`src/rtl/mmu_tile_sequencer_pkg.sv`:
```
// Shared FSM encodings and operand-layout helpers for the MMU tile sequencer.
package mmu_tile_sequencer_pkg;

  localparam logic [1:0] ST_LOAD    = 2'd0;
  localparam logic [1:0] ST_COMPUTE = 2'd1;
  localparam logic [1:0] ST_DRAIN   = 2'd2;

  function automatic int b_base(input int r, input int k);
    return r * k;
  endfunction

  function automatic int c_base(input int r, input int k, input int n);
    return r * k + k * n;
  endfunction

  function automatic int total_words(input int r, input int k, input int n);
    return c_base(r, k, n) + r * n;
  endfunction

endpackage

```
`src/rtl/mmu_tile_sequencer_if.sv`:
```
// Operand stream, result stream and parallel MMU bus of the tile sequencer.
interface mmu_tile_sequencer_if #(
  parameter int NUM_ROWS_A = 2,
  parameter int NUM_COLS_A = 2,
  parameter int NUM_COLS_B = 2,
  parameter int DATA_WIDTH = 16
);
  logic                  in_valid;
  logic                  in_ready;
  logic [DATA_WIDTH-1:0] in_data;
  logic                  out_valid;
  logic                  out_ready;
  logic [DATA_WIDTH-1:0] out_data;
  logic                  out_last;
  logic                  mmu_enable;
  logic                  mmu_data_ready;
  logic [NUM_ROWS_A-1:0][NUM_COLS_A-1:0][DATA_WIDTH-1:0] mmu_mat_in1;
  logic [NUM_COLS_A-1:0][NUM_COLS_B-1:0][DATA_WIDTH-1:0] mmu_mat_in2;
  logic [NUM_ROWS_A-1:0][NUM_COLS_B-1:0][DATA_WIDTH-1:0] mmu_mat_in_accum;
  logic [NUM_ROWS_A-1:0][NUM_COLS_B-1:0][DATA_WIDTH-1:0] mmu_mat_out;

  modport master (
    input  in_valid, in_data, out_ready, mmu_data_ready, mmu_mat_out,
    output in_ready, out_valid, out_data, out_last, mmu_enable,
           mmu_mat_in1, mmu_mat_in2, mmu_mat_in_accum
  );

  modport slave (
    output in_valid, in_data, out_ready, mmu_data_ready, mmu_mat_out,
    input  in_ready, out_valid, out_data, out_last, mmu_enable,
           mmu_mat_in1, mmu_mat_in2, mmu_mat_in_accum
  );
endinterface

```
`src/rtl/mmu_result_drain.sv`:
```
// Holds the captured result matrix and unloads it word-serially, row-major.
module mmu_result_drain #(
  parameter int NUM_WORDS  = 4,
  parameter int DATA_WIDTH = 16
) (
  input  logic                                 clk,
  input  logic                                 rst,
  input  logic                                 load,
  input  logic [NUM_WORDS-1:0][DATA_WIDTH-1:0] load_data,
  input  logic                                 out_ready,
  output logic                                 out_valid,
  output logic [DATA_WIDTH-1:0]                out_data,
  output logic                                 out_last,
  output logic                                 done
);
  localparam int IW = $clog2(NUM_WORDS + 1);

  logic [NUM_WORDS-1:0][DATA_WIDTH-1:0] res;
  logic [IW-1:0]                        idx;
  logic                                 active;
  logic                                 hs;
  logic                                 at_last;

  assign at_last   = (idx == IW'(NUM_WORDS - 1));
  assign hs        = active && out_ready;
  assign done      = hs && at_last;
  assign out_valid = active;
  assign out_last  = active && at_last;

  always_comb begin
    out_data = '0;
    for (int i = 0; i < NUM_WORDS; i++)
      if (idx == IW'(i)) out_data = res[i];
  end

  always_ff @(posedge clk) begin
    if (rst) begin
      res    <= '0;
      idx    <= '0;
      active <= 1'b0;
    end else if (load) begin
      res    <= load_data;
      idx    <= '0;
      active <= 1'b1;
    end else if (hs) begin
      if (at_last) begin
        idx    <= '0;
        active <= 1'b0;
      end else begin
        idx <= idx + 1'b1;
      end
    end
  end

endmodule

```
`src/rtl/mmu_tile_sequencer.sv`:
```
// Loads A/B/C word-serially, runs one MMU operation with timeout, drains the result.
module mmu_tile_sequencer
  import mmu_tile_sequencer_pkg::*;
#(
  parameter int NUM_ROWS_A     = 2,
  parameter int NUM_COLS_A     = 2,
  parameter int NUM_COLS_B     = 2,
  parameter int DATA_WIDTH     = 16,
  parameter int TIMEOUT_CYCLES = 64
) (
  input  logic                clk,
  input  logic                rst,
  mmu_tile_sequencer_if.master bus,
  output logic                busy,
  output logic                err_timeout
);
  localparam int RN    = NUM_ROWS_A * NUM_COLS_B;
  localparam int BB    = b_base(NUM_ROWS_A, NUM_COLS_A);
  localparam int CB    = c_base(NUM_ROWS_A, NUM_COLS_A, NUM_COLS_B);
  localparam int TOTAL = total_words(NUM_ROWS_A, NUM_COLS_A, NUM_COLS_B);
  localparam int CW    = $clog2(TOTAL + 1);
  localparam int WW    = $clog2(TIMEOUT_CYCLES + 1);

  logic [1:0]                       state;
  logic [CW-1:0]                    ld_cnt;
  logic [WW-1:0]                    wait_cnt;
  logic [TOTAL-1:0][DATA_WIDTH-1:0] opnd;
  logic                             in_hs;
  logic                             cap;
  logic                             tmo;
  logic                             drain_done;
  logic [RN-1:0][DATA_WIDTH-1:0]    cap_data;

  assign bus.in_ready   = (state == ST_LOAD) && !rst;
  assign in_hs          = bus.in_valid && bus.in_ready;
  assign bus.mmu_enable = (state == ST_COMPUTE);
  assign busy           = (state != ST_LOAD);

  // The first COMPUTE cycle sees a data_ready level left over from the previous operation.
  assign cap      = (state == ST_COMPUTE) && (wait_cnt != '0) && bus.mmu_data_ready;
  assign tmo      = (state == ST_COMPUTE) && !cap && (wait_cnt == WW'(TIMEOUT_CYCLES - 1));
  assign cap_data = tmo ? '0 : bus.mmu_mat_out;

  assign bus.mmu_mat_in1      = opnd[BB-1:0];
  assign bus.mmu_mat_in2      = opnd[CB-1:BB];
  assign bus.mmu_mat_in_accum = opnd[TOTAL-1:CB];

  always_ff @(posedge clk) begin
    if (rst) begin
      state       <= ST_LOAD;
      ld_cnt      <= '0;
      wait_cnt    <= '0;
      opnd        <= '0;
      err_timeout <= 1'b0;
    end else begin
      case (state)
        ST_LOAD: if (in_hs) begin
          for (int i = 0; i < TOTAL; i++)
            if (ld_cnt == CW'(i)) opnd[i] <= bus.in_data;
          if (ld_cnt == CW'(TOTAL - 1)) begin
            ld_cnt   <= '0;
            wait_cnt <= '0;
            state    <= ST_COMPUTE;
          end else begin
            ld_cnt <= ld_cnt + 1'b1;
          end
        end
        ST_COMPUTE: begin
          if (cap || tmo) state <= ST_DRAIN;
          else            wait_cnt <= wait_cnt + 1'b1;
          if (tmo) err_timeout <= 1'b1;
        end
        ST_DRAIN: if (drain_done) state <= ST_LOAD;
        default: state <= ST_LOAD;
      endcase
    end
  end

  mmu_result_drain #(
    .NUM_WORDS (RN),
    .DATA_WIDTH(DATA_WIDTH)
  ) u_drain (
    .clk      (clk),
    .rst      (rst),
    .load     (cap || tmo),
    .load_data(cap_data),
    .out_ready(bus.out_ready),
    .out_valid(bus.out_valid),
    .out_data (bus.out_data),
    .out_last (bus.out_last),
    .done     (drain_done)
  );

endmodule

```
`src/flat_wrapper.sv`:
```
// flat-port wrapper written by rule: the top's interface ports become plain ports
module mmu_tile_sequencer_flat import mmu_tile_sequencer_pkg::*;
#(
  parameter int NUM_ROWS_A     = 2,
  parameter int NUM_COLS_A     = 2,
  parameter int NUM_COLS_B     = 2,
  parameter int DATA_WIDTH     = 16,
  parameter int TIMEOUT_CYCLES = 64
)
  (clk, rst, busy, err_timeout, bus_in_valid, bus_in_data, bus_out_ready, bus_mmu_data_ready, bus_mmu_mat_out, bus_in_ready, bus_out_valid, bus_out_data, bus_out_last, bus_mmu_enable, bus_mmu_mat_in1, bus_mmu_mat_in2, bus_mmu_mat_in_accum);
  mmu_tile_sequencer_if #(.NUM_ROWS_A(NUM_ROWS_A), .NUM_COLS_A(NUM_COLS_A), .NUM_COLS_B(NUM_COLS_B), .DATA_WIDTH(DATA_WIDTH)) bus_i ();
  input  logic clk;
  input  logic rst;
  output logic busy;
  output logic err_timeout;
  input wire logic [$bits(bus_i.in_valid)-1:0] bus_in_valid;
  input wire logic [$bits(bus_i.in_data)-1:0] bus_in_data;
  input wire logic [$bits(bus_i.out_ready)-1:0] bus_out_ready;
  input wire logic [$bits(bus_i.mmu_data_ready)-1:0] bus_mmu_data_ready;
  input wire logic [$bits(bus_i.mmu_mat_out)-1:0] bus_mmu_mat_out;
  output wire logic [$bits(bus_i.in_ready)-1:0] bus_in_ready;
  output wire logic [$bits(bus_i.out_valid)-1:0] bus_out_valid;
  output wire logic [$bits(bus_i.out_data)-1:0] bus_out_data;
  output wire logic [$bits(bus_i.out_last)-1:0] bus_out_last;
  output wire logic [$bits(bus_i.mmu_enable)-1:0] bus_mmu_enable;
  output wire logic [$bits(bus_i.mmu_mat_in1)-1:0] bus_mmu_mat_in1;
  output wire logic [$bits(bus_i.mmu_mat_in2)-1:0] bus_mmu_mat_in2;
  output wire logic [$bits(bus_i.mmu_mat_in_accum)-1:0] bus_mmu_mat_in_accum;
  assign bus_i.in_valid = bus_in_valid;
  assign bus_i.in_data = bus_in_data;
  assign bus_i.out_ready = bus_out_ready;
  assign bus_i.mmu_data_ready = bus_mmu_data_ready;
  assign bus_i.mmu_mat_out = bus_mmu_mat_out;
  assign bus_in_ready = bus_i.in_ready;
  assign bus_out_valid = bus_i.out_valid;
  assign bus_out_data = bus_i.out_data;
  assign bus_out_last = bus_i.out_last;
  assign bus_mmu_enable = bus_i.mmu_enable;
  assign bus_mmu_mat_in1 = bus_i.mmu_mat_in1;
  assign bus_mmu_mat_in2 = bus_i.mmu_mat_in2;
  assign bus_mmu_mat_in_accum = bus_i.mmu_mat_in_accum;
  mmu_tile_sequencer #(.NUM_ROWS_A(NUM_ROWS_A), .NUM_COLS_A(NUM_COLS_A), .NUM_COLS_B(NUM_COLS_B), .DATA_WIDTH(DATA_WIDTH), .TIMEOUT_CYCLES(TIMEOUT_CYCLES)) u_core (.clk(clk), .rst(rst), .bus(bus_i), .busy(busy), .err_timeout(err_timeout));
endmodule
```
`config.mk`:
```
export PLATFORM = sky130hd
export DESIGN_NAME = mmu_tile_sequencer_flat
export DESIGN_NICKNAME = d
export VERILOG_FILES = /design/src/rtl/mmu_tile_sequencer_pkg.sv /design/src/rtl/mmu_tile_sequencer_if.sv /design/src/rtl/mmu_result_drain.sv /design/src/rtl/mmu_tile_sequencer.sv /design/src/flat_wrapper.sv
export SDC_FILE = /design/constraint.sdc
export NUM_CORES = 1
export LEC_CHECK = 0
export CORE_MARGIN = 2
export CORE_UTILIZATION = 50
export CTS_CLUSTER_DIAMETER = 200
export CTS_CLUSTER_SIZE = 14
export DETAILED_ROUTE_END_ITERATION = 8
export MAX_ROUTING_LAYER = met4
export PLACE_DENSITY_LB_ADDON = 0.1
export RECOVER_POWER = 50
export SLEW_MARGIN = 20
export SYNTH_ARGS = -nofsm -noshare
export SYNTH_HDL_FRONTEND = slang
export SYNTH_SLANG_ARGS = --single-unit
```
`constraint.sdc`:
```
create_clock -name clk -period 3.68 [get_ports clk]
set_clock_uncertainty 0.05 [all_clocks]
set_input_delay 0.736 -clock clk [delete_from_list [all_inputs] [get_ports clk]]
set_output_delay 0.736 -clock clk [all_outputs]
set_load 0.01 [all_outputs]
```
==> impl_table.tex, run 1 <==
\begin{tabular}{lr}
\hline
Metric & Value \\
\hline
\multicolumn{2}{l}{\textbf{Run status}} \\
Run status & finished clean \\
\multicolumn{2}{l}{\textbf{Worst setup path}} \\
Kind of start point of the critical path & register \\
Reg-to-reg slack, setup & 860 ps \\
CP cell instances & inv\_1, ha\_1, nand3b\_1, a21oi\_1, a21oi\_1, o21ai\_0, clkdlybuf4s50\_1 \\
Kind of cell with the highest combined delay on the critical path & buffers and inverters \\
CP Capture Point & bus\_out\_data[3] \\
Slowest Stage Delay on Critical Path & approximately 580 ps \\
CP Data Arrival Time & about 2700 ps \\
Crit. path cell count & 7 \\
Most common cell type on the critical path & a21oi\_1 \\
R2r worst-path depth & 7 \\
Critical Path Sink Type & output port \\
Destination of the worst register-to-register timing path & u\_core.u\_drain.res[43] \\
Origin of the worst setup path & u\_core.u\_drain.idx[0] \\
Worst setup path class & reg2out \\
Buf/Inv on CP & 2 \\
Required time at the endpoint of the critical path & between 2000 and 3000 ps \\
Worst R2R Start & u\_core.wait\_cnt[0] \\
Maximum net fanout on the critical path & 16 \\
Worst path slowest cell & clkdlybuf4s50\_1 \\
\multicolumn{2}{l}{\textbf{Floorplanning}} \\
Row count & 52 \\
Floorplan die area & about 0.022 mm2 \\
Die height & roughly 150 um \\
Die boundary width & about 150 um \\
Starting utilization of the core area & 0.5063 \\
Core area & around 0.020 mm2 \\
Num ports & approximately 300 \\
\multicolumn{2}{l}{\textbf{Synthesis}} \\
Post-synthesis share of cell area spent on and, or, nand and nor gates & 0.2109 \\
Synth Area per Inst & 8.262 um2 \\
Multiplexer area fraction after synthesis & 0.0009802 \\
Total of flip-flops plus latches after synthesis & 274 \\
Unique masters post-synth & 42 \\
Share of the synthesized netlist area taken by xor and xnor gates & 0.001715 \\
Count of flip-flops with a built-in enable after synthesis & 0 \\
Post-Syn Area & approximately 0.010 mm2 \\
Syn. warnings & 0 \\
Net count after synthesis & $\sim$1300 \\
Synth async-reset ratio & 0 \\
Post-synth top flop & dfxtp\_1 \\
Register area share after synthesis & 0.5371 \\
Combinational family with the most area after synthesis & simple AND/OR/NAND/NOR gates \\
Synthesized instance count & $\sim$1200 \\
Post-synthesis compound-gate area fraction & 0.1901 \\
Adder-cell area share of the yosys netlist & 0.01225 \\
\multicolumn{2}{l}{\textbf{Timing}} \\
Setup WS post-layout & $\sim$230 ps \\
Unrepaired setup endpoints after global routing & no \\
Summed negative setup slack over all endpoints & 0 ps \\
WHS & roughly 400 ps \\
Worst max-slew margin expressed relative to the limit & 0.2877 \\
Transition time of the tightest slew-check pin & approximately 1100 ps \\
Number of endpoints failing setup at the final stage & 0 \\
Fin crit period & roughly 3500 ps \\
Maximum operating frequency & 289.8 MHz \\
Slew Limit Fails & 0 \\
Tcrit/Tclk final & 0.9378 \\
Endpoints failing hold & 0 \\
\multicolumn{2}{l}{\textbf{Finish}} \\
Number of inserted filler cells in the final layout & $\sim$1700 \\
Area growth from synthesis to layout & 34.82\% \\
Antenna diode count & 0 \\
Count of nets after finishing & between 1500 and 2000 \\
Final standard cell count with taps included and fillers excluded & about 1700 \\
Share of cells above drive strength 1 & 0.02539 \\
\multicolumn{2}{l}{\textbf{Route}} \\
Wire length per cell & roughly 19 um \\
Detailed-route vias per instance & 5.466 \\
Detailed Route Iter0 Violations & between 500 and 600 \\
Total via count in the routed design & approximately 9400 \\
DRT Pass-1 Iters & 5 \\
Final WL & approximately 33000 um \\
Residual DRC & 0 \\
Number of nets with antenna violations after routing & 0 \\
\multicolumn{2}{l}{\textbf{Run}} \\
Count of maximum capacitance violations & 0 \\
\multicolumn{2}{l}{\textbf{GRT}} \\
All-layer global routing usage & 0.3025 \\
Vias in the first global route & around 8700 \\
Number of antenna violations at the first check in global routing & 0 \\
Global route total overflow & 0 \\
Wire length of the first global-routing pass & roughly 50000 um \\
Pin count of the biggest net entering global routing & between 150 and 200 \\
\multicolumn{2}{l}{\textbf{Power and ir drop}} \\
Pwr Total & 0.005439 W \\
Max VDD drop & roughly 300 uV \\
PD cells & between 300 and 400 mW/mm2 \\
Static leakage & 5.290 nW \\
\multicolumn{2}{l}{\textbf{Placed design}} \\
Count of buffers inserted at the top-level ports & just under 300 \\
Final Wtd Congestion & 0.9053 \\
DP Wirelength & between 20000 and 25000 um \\
Post-place setup slack & 641.5 ps \\
Number of placed instances with taps included & between 1500 and 2000 \\
\multicolumn{2}{l}{\textbf{Clocking}} \\
Number of H-tree levels & 1 \\
Num CTS Buffers & 23 \\
Clock-pin slew of the registers on the worst-case setup and hold paths & 60 ps \\
Clk root buf & clkbuf\_16 \\
TritonCTS clock tree & done \\
Count of cells resized by post-cts repair & 0 \\
Maximum clock insertion buffer count & 3 \\
Post-CTS setup buffers & 0 \\
Total of hold buffers inserted after clock tree synthesis & 0 \\
Worst-Skew Late Latency & approximately 510 ps \\
Total number of clock tree sinks & roughly 270 \\
\multicolumn{2}{l}{\textbf{Min path}} \\
Hold Crit Depth & 2 \\
Type of the tightest min-delay check & reg2reg \\
\hline
\end{tabular}
==> flip-flops by register name (all words and copies together), names as in the netlist <==
name	flops
u_core.bus.mmu_mat_in1	64
u_core.bus.mmu_mat_in2	64
u_core.bus.mmu_mat_in_accum	64
u_core.u_drain.res	64
u_core.wait_cnt	7
u_core.ld_cnt	4
u_core.u_drain.idx	3
u_core.state	2
u_core.err_timeout	1
u_core.u_drain.out_valid	1
==> cells in the final DEF (no fill, tap or decap), drive strengths merged <==
cell	count
nand2	412
dfxtp	274
a21oi	231
dlygate4sd3	194
clkdlybuf4s50	103
a22o	64
nand3b	33
clkbuf	24
o21ai	17
nand3	16
and3	12
ha	10
inv	8
nor2	5
and2	5
nand4	5
buf	5
nor2b	4
o31ai	4
or4	4
a21boi	4
a31oi	2
o311ai	2
xnor2	2
clkinv	2
o31a	2
nand2b	1
or2	1
nor4b	1
or4b	1
nor3	1
and4	1
o2bb2ai	1
and3b	1
nor4	1
o21a	1
mux2i	1
o311a	1
or3	1
==> Yosys cell counts, types with 2 or more instances <==
library cell  instances  area share
clkbuf_1             82       0.030
nor2_1                5      0.0018
nand3_1              16      0.0078
buf_4                 4      0.0029
a21boi_1              2      0.0015
or4_1                 4      0.0029
and2_1                5      0.0031
buf_2                20      0.0098
and3_1               12      0.0074
o311ai_0              2      0.0017
o31ai_1               3      0.0022
o21ai_0              17      0.0083
inv_1                 7      0.0026
a22o_1               64       0.055
ha_1                 10       0.012
a21boi_0              2      0.0015
nand3b_1             33       0.024
nand4_1               5      0.0031
a21oi_1             231        0.11
dfxtp_1             274        0.54
xnor2_1               2      0.0017
a31oi_1               2      0.0012
nand2_1             412        0.15
nor2b_1               4      0.0024
==> worst min path at each step <==
stage | start | endpoint
after detailed placement | u_core.bus.mmu_mat_in2[29] | u_core.bus.mmu_mat_in2[29]
after CTS | u_core.bus.mmu_mat_in_accum[35] | u_core.bus.mmu_mat_in_accum[35]
after global placement | u_core.bus.mmu_mat_in_accum[0] | u_core.bus.mmu_mat_in_accum[0]
after floorplan | u_core.u_drain.res[26] | u_core.u_drain.res[26]
final | u_core.bus.mmu_mat_in2[5] | u_core.bus.mmu_mat_in2[5]
after global routing | u_core.bus.mmu_mat_in2[49] | u_core.bus.mmu_mat_in2[49]
==> routing by layer <==
layer / GRT usage / up-vias / share of wire
met5: - / - / 0
met4: 0.1577 / 0 / 0.058
met3: 0.06988 / 81 / 0.088
met2: 0.4772 / 361 / 0.46
met1: 0.3632 / 4410 / 0.39
li1: - / 4587 / -
==> through the flow <==
step                      utilization  cell area, um2
after global routing           0.6826           13770
after floorplan                     -           10210
after CTS                      0.6818           13750
after detailed placement       0.6524           13160
after global placement         0.6524           13160
final                          0.6826           13770
==> logic make-up (layout without fill, tap and decap cells) <==
group / after synthesis / in the layout
XOR/XNOR: 2 / 2
AND/OR/NAND/NOR: 505 / 505
flip-flops: 274 / 274
adder cells (fa/ha/maj): 10 / 10
AO/OA/AOI/OAI: 329 / 329
buffers and inverters: 115 / 336
multiplexers: 1 / 1
==> worst reg2reg max path, cell delays in order, from the launching register on <==
cell and delay (ps):
dfxtp_1 340, inv_1 90, ha_1 150, or4b_1 460, o31ai_1 730, o2bb2ai_4 420
buf_4 360, a22o_1 170
==> cell type report <==
cell class / instances / area [um2] / area share
Sequential cell: 274 / 5485 / 0.3984
Multi-Input combinational cell: 847 / 4272 / 0.3103
Timing Repair Buffer: 303 / 3050 / 0.2216
Clock buffer: 23 / 575.6 / 0.04180
Tap cell: 270 / 337.8 / 0.02454
Inverter: 8 / 30.03 / 0.002181
Clock inverter: 2 / 17.52 / 0.001272
==> power by group <==
| part | leakage, nW | switching [W] | internal [W] |
|---|---|---|---|
| clock | 0.292 | 0.00103 | 0.00111 |
| sequential | 2.21 | 0.0000100 | 0.00298 |
| combinational | 2.79 | 0.000175 | 0.000131 |
Power figures use the tool's default switching activity.
==> run 2: changes to the inputs <==
Settings changed: SETUP_SLACK_MARGIN set to 0.02.
==> results of run 2 <==
Final layout, timing and power as in run 1 (identical DEF).
